--- config.mk ---
export PLATFORM = sky130hd
export DESIGN_NAME = fir_rns_sequencer
export DESIGN_NICKNAME = d
export VERILOG_FILES = /design/src/rtl/fir_rns_sequencer.sv
export SDC_FILE = /design/constraint.sdc
export NUM_CORES = 1
export LEC_CHECK = 0
export CAP_MARGIN = 25
export CORE_UTILIZATION = 38
export CTS_BUF_LIST = sky130_fd_sc_hd__clkbuf_8
export CTS_CLUSTER_SIZE = 28
export DETAILED_ROUTE_END_ITERATION = 7
export GPL_TIMING_DRIVEN = 0
export HOLD_SLACK_MARGIN = 0.06
export PLACE_DENSITY = 0.67
export SLEW_MARGIN = 25
export SYNTH_ARGS = -nofsm -noshare
export SYNTH_HDL_FRONTEND = slang
export SYNTH_SLANG_ARGS = --single-unit
export TNS_END_PERCENT = 50
--- constraint.sdc ---
create_clock -name clk -period 4.8 [get_ports clk]
set_input_delay 0.72 -clock clk [delete_from_list [all_inputs] [get_ports clk]]
set_output_delay 0.72 -clock clk [all_outputs]
set_load 0.01 [all_outputs]
--- src/rtl/fir_rns_sequencer.sv ---
`default_nettype none
// +----------------------------------------------------------------------------+
// | Module   : fir_rns_sequencer                                               |
// | Purpose  : Stream-side controller for fir_rns. Collects one block of       |
// |            SIGNAL_COUNT samples, writes them into fir_rns (LOAD), starts   |
// |            the filter (COMPUTE), then reads each result back through the   |
// |            RNS->int convertor and streams it out (READ).                   |
// | Ports    : clk, reset (async, active-high)                                 |
// |            start/busy/err_timeout         block control and status        |
// |            in_valid/in_ready/in_data      sample input stream             |
// |            out_valid/out_ready/out_data/out_last  result output stream     |
// |            fir_addr/fir_x/fir_op          drive fir_rns                   |
// |            fir_y/fir_done                 returned from fir_rns path      |
// | Revision : 1.0 - initial release                                           |
// +----------------------------------------------------------------------------+
module fir_rns_sequencer #(
  parameter int SIGNAL_COUNT = 10,
  parameter int N            = 10,
  parameter int DATA_W       = 32,
  parameter int TIMEOUT      = 1024
) (
  input  logic              clk,
  input  logic              reset,
  input  logic              start,
  output logic              busy,
  output logic              err_timeout,
  input  logic              in_valid,
  output logic              in_ready,
  input  logic [DATA_W-1:0] in_data,
  output logic              out_valid,
  input  logic              out_ready,
  output logic [DATA_W-1:0] out_data,
  output logic              out_last,
  output logic [31:0]       fir_addr,
  output logic [DATA_W-1:0] fir_x,
  output logic [1:0]        fir_op,
  input  logic [DATA_W-1:0] fir_y,
  input  logic              fir_done
);

  // N only travels to fir_rns; it is folded in as a zero term so it remains a
  // referenced parameter of this block.
  localparam int CNT_W  = ((SIGNAL_COUNT > 1) ? $clog2(SIGNAL_COUNT) : 1) + (N * 0);
  localparam int TCNT_W = (TIMEOUT > 1) ? $clog2(TIMEOUT) : 1;

  localparam logic [CNT_W-1:0]  C_CNT_LAST  = CNT_W'(SIGNAL_COUNT - 1);
  localparam logic [TCNT_W-1:0] C_TCNT_LAST = TCNT_W'(TIMEOUT - 1);
  localparam logic [31:0]       C_ADDR_LAST = 32'(SIGNAL_COUNT - 1);

  // State encoding matches the fir_rns operation code, so fir_op is the state.
  typedef enum logic [1:0] {
    S_IDLE    = 2'b00,
    S_LOAD    = 2'b01,
    S_COMPUTE = 2'b10,
    S_READ    = 2'b11
  } state_t;

  state_t              state_q, state_d;
  logic [CNT_W-1:0]    cnt_q, cnt_d;
  logic [TCNT_W-1:0]   tcnt_q, tcnt_d;
  // In LOAD: last sample has been presented, hold op 01 one more cycle.
  // In READ: fir_addr just changed, give the convertor path one cycle.
  logic                wait_q, wait_d;
  logic [31:0]         fir_addr_q, fir_addr_d;
  logic [DATA_W-1:0]   fir_x_q, fir_x_d;
  logic [DATA_W-1:0]   out_data_q, out_data_d;
  logic                out_valid_q, out_valid_d;
  logic                out_last_q, out_last_d;
  logic                err_q, err_d;

  always_ff @(posedge clk or posedge reset) begin
    if (reset) begin
      state_q     <= S_IDLE;
      cnt_q       <= '0;
      tcnt_q      <= '0;
      wait_q      <= 1'b0;
      fir_addr_q  <= '0;
      fir_x_q     <= '0;
      out_data_q  <= '0;
      out_valid_q <= 1'b0;
      out_last_q  <= 1'b0;
      err_q       <= 1'b0;
    end else begin
      state_q     <= state_d;
      cnt_q       <= cnt_d;
      tcnt_q      <= tcnt_d;
      wait_q      <= wait_d;
      fir_addr_q  <= fir_addr_d;
      fir_x_q     <= fir_x_d;
      out_data_q  <= out_data_d;
      out_valid_q <= out_valid_d;
      out_last_q  <= out_last_d;
      err_q       <= err_d;
    end
  end

  always_comb begin
    state_d     = state_q;
    cnt_d       = cnt_q;
    tcnt_d      = tcnt_q;
    wait_d      = wait_q;
    fir_addr_d  = fir_addr_q;
    fir_x_d     = fir_x_q;
    out_data_d  = out_data_q;
    out_valid_d = out_valid_q;
    out_last_d  = out_last_q;
    err_d       = err_q;

    unique case (state_q)
      S_IDLE: begin
        if (start) begin
          state_d    = S_LOAD;
          cnt_d      = '0;
          wait_d     = 1'b0;
          fir_addr_d = '0;
          err_d      = 1'b0;
        end
      end

      S_LOAD: begin
        if (wait_q) begin
          // Final write has had its op-01 cycle; start the filter.
          state_d = S_COMPUTE;
          wait_d  = 1'b0;
          tcnt_d  = '0;
        end else if (in_valid) begin
          fir_x_d    = in_data;
          fir_addr_d = 32'(cnt_q);
          cnt_d      = cnt_q + 1'b1;
          if (cnt_q == C_CNT_LAST) begin
            cnt_d  = '0;
            wait_d = 1'b1;
          end
        end
      end

      S_COMPUTE: begin
        tcnt_d = tcnt_q + 1'b1;
        if (fir_done) begin
          state_d    = S_READ;
          fir_addr_d = '0;
          wait_d     = 1'b1;
        end else if (tcnt_q == C_TCNT_LAST) begin
          state_d    = S_IDLE;
          err_d      = 1'b1;
          tcnt_d     = '0;
          fir_addr_d = '0;
        end
      end

      S_READ: begin
        if (wait_q) begin
          out_data_d  = fir_y;
          out_valid_d = 1'b1;
          out_last_d  = (fir_addr_q == C_ADDR_LAST);
          wait_d      = 1'b0;
        end else if (out_valid_q && out_ready) begin
          out_valid_d = 1'b0;
          out_last_d  = 1'b0;
          if (out_last_q) begin
            state_d    = S_IDLE;
            fir_addr_d = '0;
          end else begin
            fir_addr_d = fir_addr_q + 32'd1;
            wait_d     = 1'b1;
          end
        end
      end

      default: state_d = S_IDLE;
    endcase
  end

  assign fir_op      = state_q;
  assign busy        = (state_q != S_IDLE);
  assign in_ready    = (state_q == S_LOAD) && !wait_q;
  assign err_timeout = err_q;
  assign out_valid   = out_valid_q;
  assign out_data    = out_data_q;
  assign out_last    = out_last_q;
  assign fir_addr    = fir_addr_q;
  assign fir_x       = fir_x_q;

endmodule
`default_nettype wire

==> impl_metrics.json <==
{
  "reg2reg_from": "tcnt_q[0]$_DFFE_PP0P_",
  "cts.sinks": 116,
  "seq_area_frac_synth_pct": 52.4,
  "synth_compound_area_share_pct": 11.9,
  "combPwrFrac_pct": 41.6,
  "path_cells": "buf_2 > buf_1 > or2_2 > clkdlybuf4s50_1",
  "start_util_pct": 39.5,
  "p_sw_uw": 1280,
  "switching_share_pct": 33.0,
  "ir_drop_v": 0.000281,
  "synth_top_family_by_area": "simple AND/OR/NAND/NOR gates",
  "ctsHoldBuffers": 0,
  "critPathKind": "reg2out",
  "numCtsBuffers": 17,
  "worst_slack_ns": 1.91,
  "path_depth": 4,
  "avgRoutedWirePerCell_um": 16.5,
  "hold_depth": 1,
  "syn_nets": 578,
  "antenna_found_initial": 0,
  "synth_seq_cells": 116,
  "hold_class": "reg2reg",
  "htree_levels": 4,
  "finalHoldViolations": 0,
  "fin_crit_ns": 2.89,
  "synth_top_area_cell": "dfrtp_1",
  "clockPowerShare_pct": 20.6,
  "netlist_top_cells_area": "dfrtp_1 52%, mux2_2 13%, o21ai_0 4.0%, nand3_1 2.5%, nand2_1 2.4%",
  "p_int_uw": 2600,
  "max-cap-violations": 0,
  "start_kind": "flip-flop",
  "setup_viol_count_final": 0,
  "path_clk_slew_ns": 0.06,
  "path_buf_inv": 3,
  "postSynthCellCount": 502,
  "skew_ns": 0.00677,
  "vias": 4791,
  "fmax_mhz": 345,
  "period_share_pct": 60.3,
  "status": "completed",
  "drcViolationCount": 0,
  "power_frac_seq_pct": 37.9,
  "synth_area_mm2": 0.00554,
  "synth.area.mux_share_pct": 14.0,
  "synth_fa_ha_area_share_pct": 1.36,
  "num_antenna_cells": 0,
  "critical_path.max_fanout": 10,
  "fin_hold_ws_ns": 0.490,
  "drt_first_pass_iters": 5,
  "async_reset_ff_share_pct": 100,
  "crit_slowest_cell": "clkdlybuf4s50_1",
  "p_leak_uw": 0.00323,
  "core_area_mm2": 0.0140,
  "drive_gt1_share_pct": 17.8,
  "drt_iter0_markers": 390,
  "syn_area_per_cell_um2": 11.0,
  "drv_slew": 0,
  "grt_pass1_vias": 4743,
  "die_area_mm2": 0.0151,
  "syn2layout_area_growth_pct": 42.0,
  "slowest_delay_ns": 0.54,
  "yosysWarnings": 0,
  "synth_simple_gate_area_share_pct": 17.0,
  "power.density_mw_per_mm2": 493,
  "cp_top_family": "buffers and inverters",
  "die_y_um": 123,
  "cts_max_path_buffers": 2,
  "gp_congestion": 0.867,
  "endpoint_kind": "primary output",
  "pre_cts_ws_ns": 2.01,
  "via_per_inst": 5.42,
  "netlist.area_leader.share_pct": 52.4,
  "worst_pin_slew_ns": 0.802,
  "grt_usage_pct": 20.0,
  "synthFlopType": "dfrtp_1",
  "detailed_place_hpwl_um": 10300,
  "required_ns": 4.08,
  "r2r_slack_ns": 2.47,
  "gr-total-overflow": 0,
  "grt_start_max_net_pins": 89,
  "ys_types": 56,
  "rows": 43,
  "io-pin-count": 173,
  "relSlewSlack_pct": 46.1,
  "crit_arrival_ns": 2.17,
  "root_buffer": "clkbuf_8",
  "die_w_um": 123,
  "cts_setup_buffers": 0,
  "synth-edff-count": 0,
  "antenna_left": 0,
  "r2r_end": "tcnt_q[7]$_DFFE_PP0P_",
  "reg2reg_depth": 6,
  "holdCritStartpoint": "fir_x[24]$_DFFE_PP0P_",
  "fin_tns_setup_ns": 0,
  "grt_setup_unrepaired": "false",
  "wirelength_um": 14600,
  "grt_pass1_wl_um": 23200,
  "clock_latency_ns": 0.43,
  "port_buffers": 172,
  "cts_tree": "built",
  "total_power_uw": 3880,
  "synth_xor_area_share_pct": 0,
  "cts-resized-gates": 0,
  "final_nets": 770,
  "holdPathEnd": "fir_x[24]$_DFFE_PP0P_"
}
## through the flow
stage	utilization, %	std cells	area [um^2]
after floorplan	-	502	5540
after global placement	53.3	854	7490
after detailed placement	53.6	855	7520
after CTS	56.0	884	7870
after global routing	56.0	884	7870
final	56.0	884	7870
## final cells by class
cell class	count	area, um^2
Clock buffer	20	275
Inverter	8	37.5
Sequential cell	116	2900
Tap cell	180	225
Timing Repair Buffer	173	1750
Clock inverter	9	67.6
Buffer	32	156
Multi-Input combinational cell	346	2450
Fill cell	1213	6180
## worst register-to-register path, stage by stage, from the launching register on
cell and delay [ns]:
dfrtp_1 0.38, ha_1 0.19, nand3_1 0.21, nor4_1 0.76, nor2_1 0.27, a41oi_1 0.32
a31oi_1 0.07
## layer usage
metal,GRT usage [%],part of all wire (%)
met4,8.77,1.8
met3,7.25,9.0
met1,25.2,43
met5,0,0
met2,30.9,46
## worst max path at each step
stage                     slack (ns)                       to                   from
after floorplan                 1.01     cnt_q[0]$_DFFE_PP0P_                  reset
after global placement         -0.76  out_data[8]$_DFFE_PP0P_                  reset
after detailed placement        2.01    tcnt_q[7]$_DFFE_PP0P_               fir_done
after CTS                       1.87                     busy  fir_op[1]$_DFFE_PP0P_
after global routing            1.76                     busy  fir_op[1]$_DFFE_PP0P_
final                           1.91                     busy  fir_op[1]$_DFFE_PP0P_
## sequential cells by signal (all words and copies together), names as in the netlist
register,cells
tcnt_q,10
out_data,32
err_timeout,1
fir_x,32
fir_op,2
cnt_q,4
fir_addr,32
out_last,1
wait_q,1
out_valid,1
## cells by family (layout without fill, tap and decap cells)
| family | count (synthesis) | count (layout) |
|---|---|---|
| AOI/OAI and AO/OA | 111 | 111 |
| adders and majority gates | 6 | 6 |
| muxes | 68 | 68 |
| and+or+nand+nor | 161 | 161 |
| buffers and inverters | 40 | 242 |
| DFF | 116 | 116 |
## cells in the final DEF (no fill, tap or decap), drive strengths merged, types with 2 or more instances in the layout
cell type and n:
ha 6, nor4b 2, clkdlybuf4s50 172, a31oi 12, a22oi 2, or4 2
mux2 65, nor2 16, nand2 36, and3 10, mux2i 2, nand2b 6
nor2b 2, and4 4, a22o 2, a41oi 2, a32oi 2, clkinv 3
nand4 18, clkbuf 33, o31ai 10, and2 4, or2 3, and3b 2
or3 5, a21oi 24, a211oi 2, o21ai 45, nor4 12, o41ai 2
buf 20, dfrtp 116, inv 12, nand3 29, o211ai 2, nand3b 3
nor3 6
## power groups by stage
stage / Clock, uW / Sequential (uW) / Combinational, uW
4_1_cts: 827 / 1470 / 1630
3_5_place_dp: 0 / 1490 / 1620
5_1_grt: 866 / 1510 / 1750
3_3_place_gp: 0 / 1470 / 1590
6_report: 798 / 1470 / 1610
2_1_floorplan: 0 / 1580 / 694
## cell usage after synthesis (9+ instances only)
master / instances
a21oi_1: 24
nand4_1: 16
and3_1: 10
nor4_1: 9
buf_2: 15
mux2_2: 63
o31ai_1: 10
nand3_1: 28
a31oi_1: 12
dfrtp_1: 116
clkbuf_1: 11
nor2_1: 15
nand2_1: 36
o21ai_0: 44
Note: power is estimated with default switching activity, not from simulation.
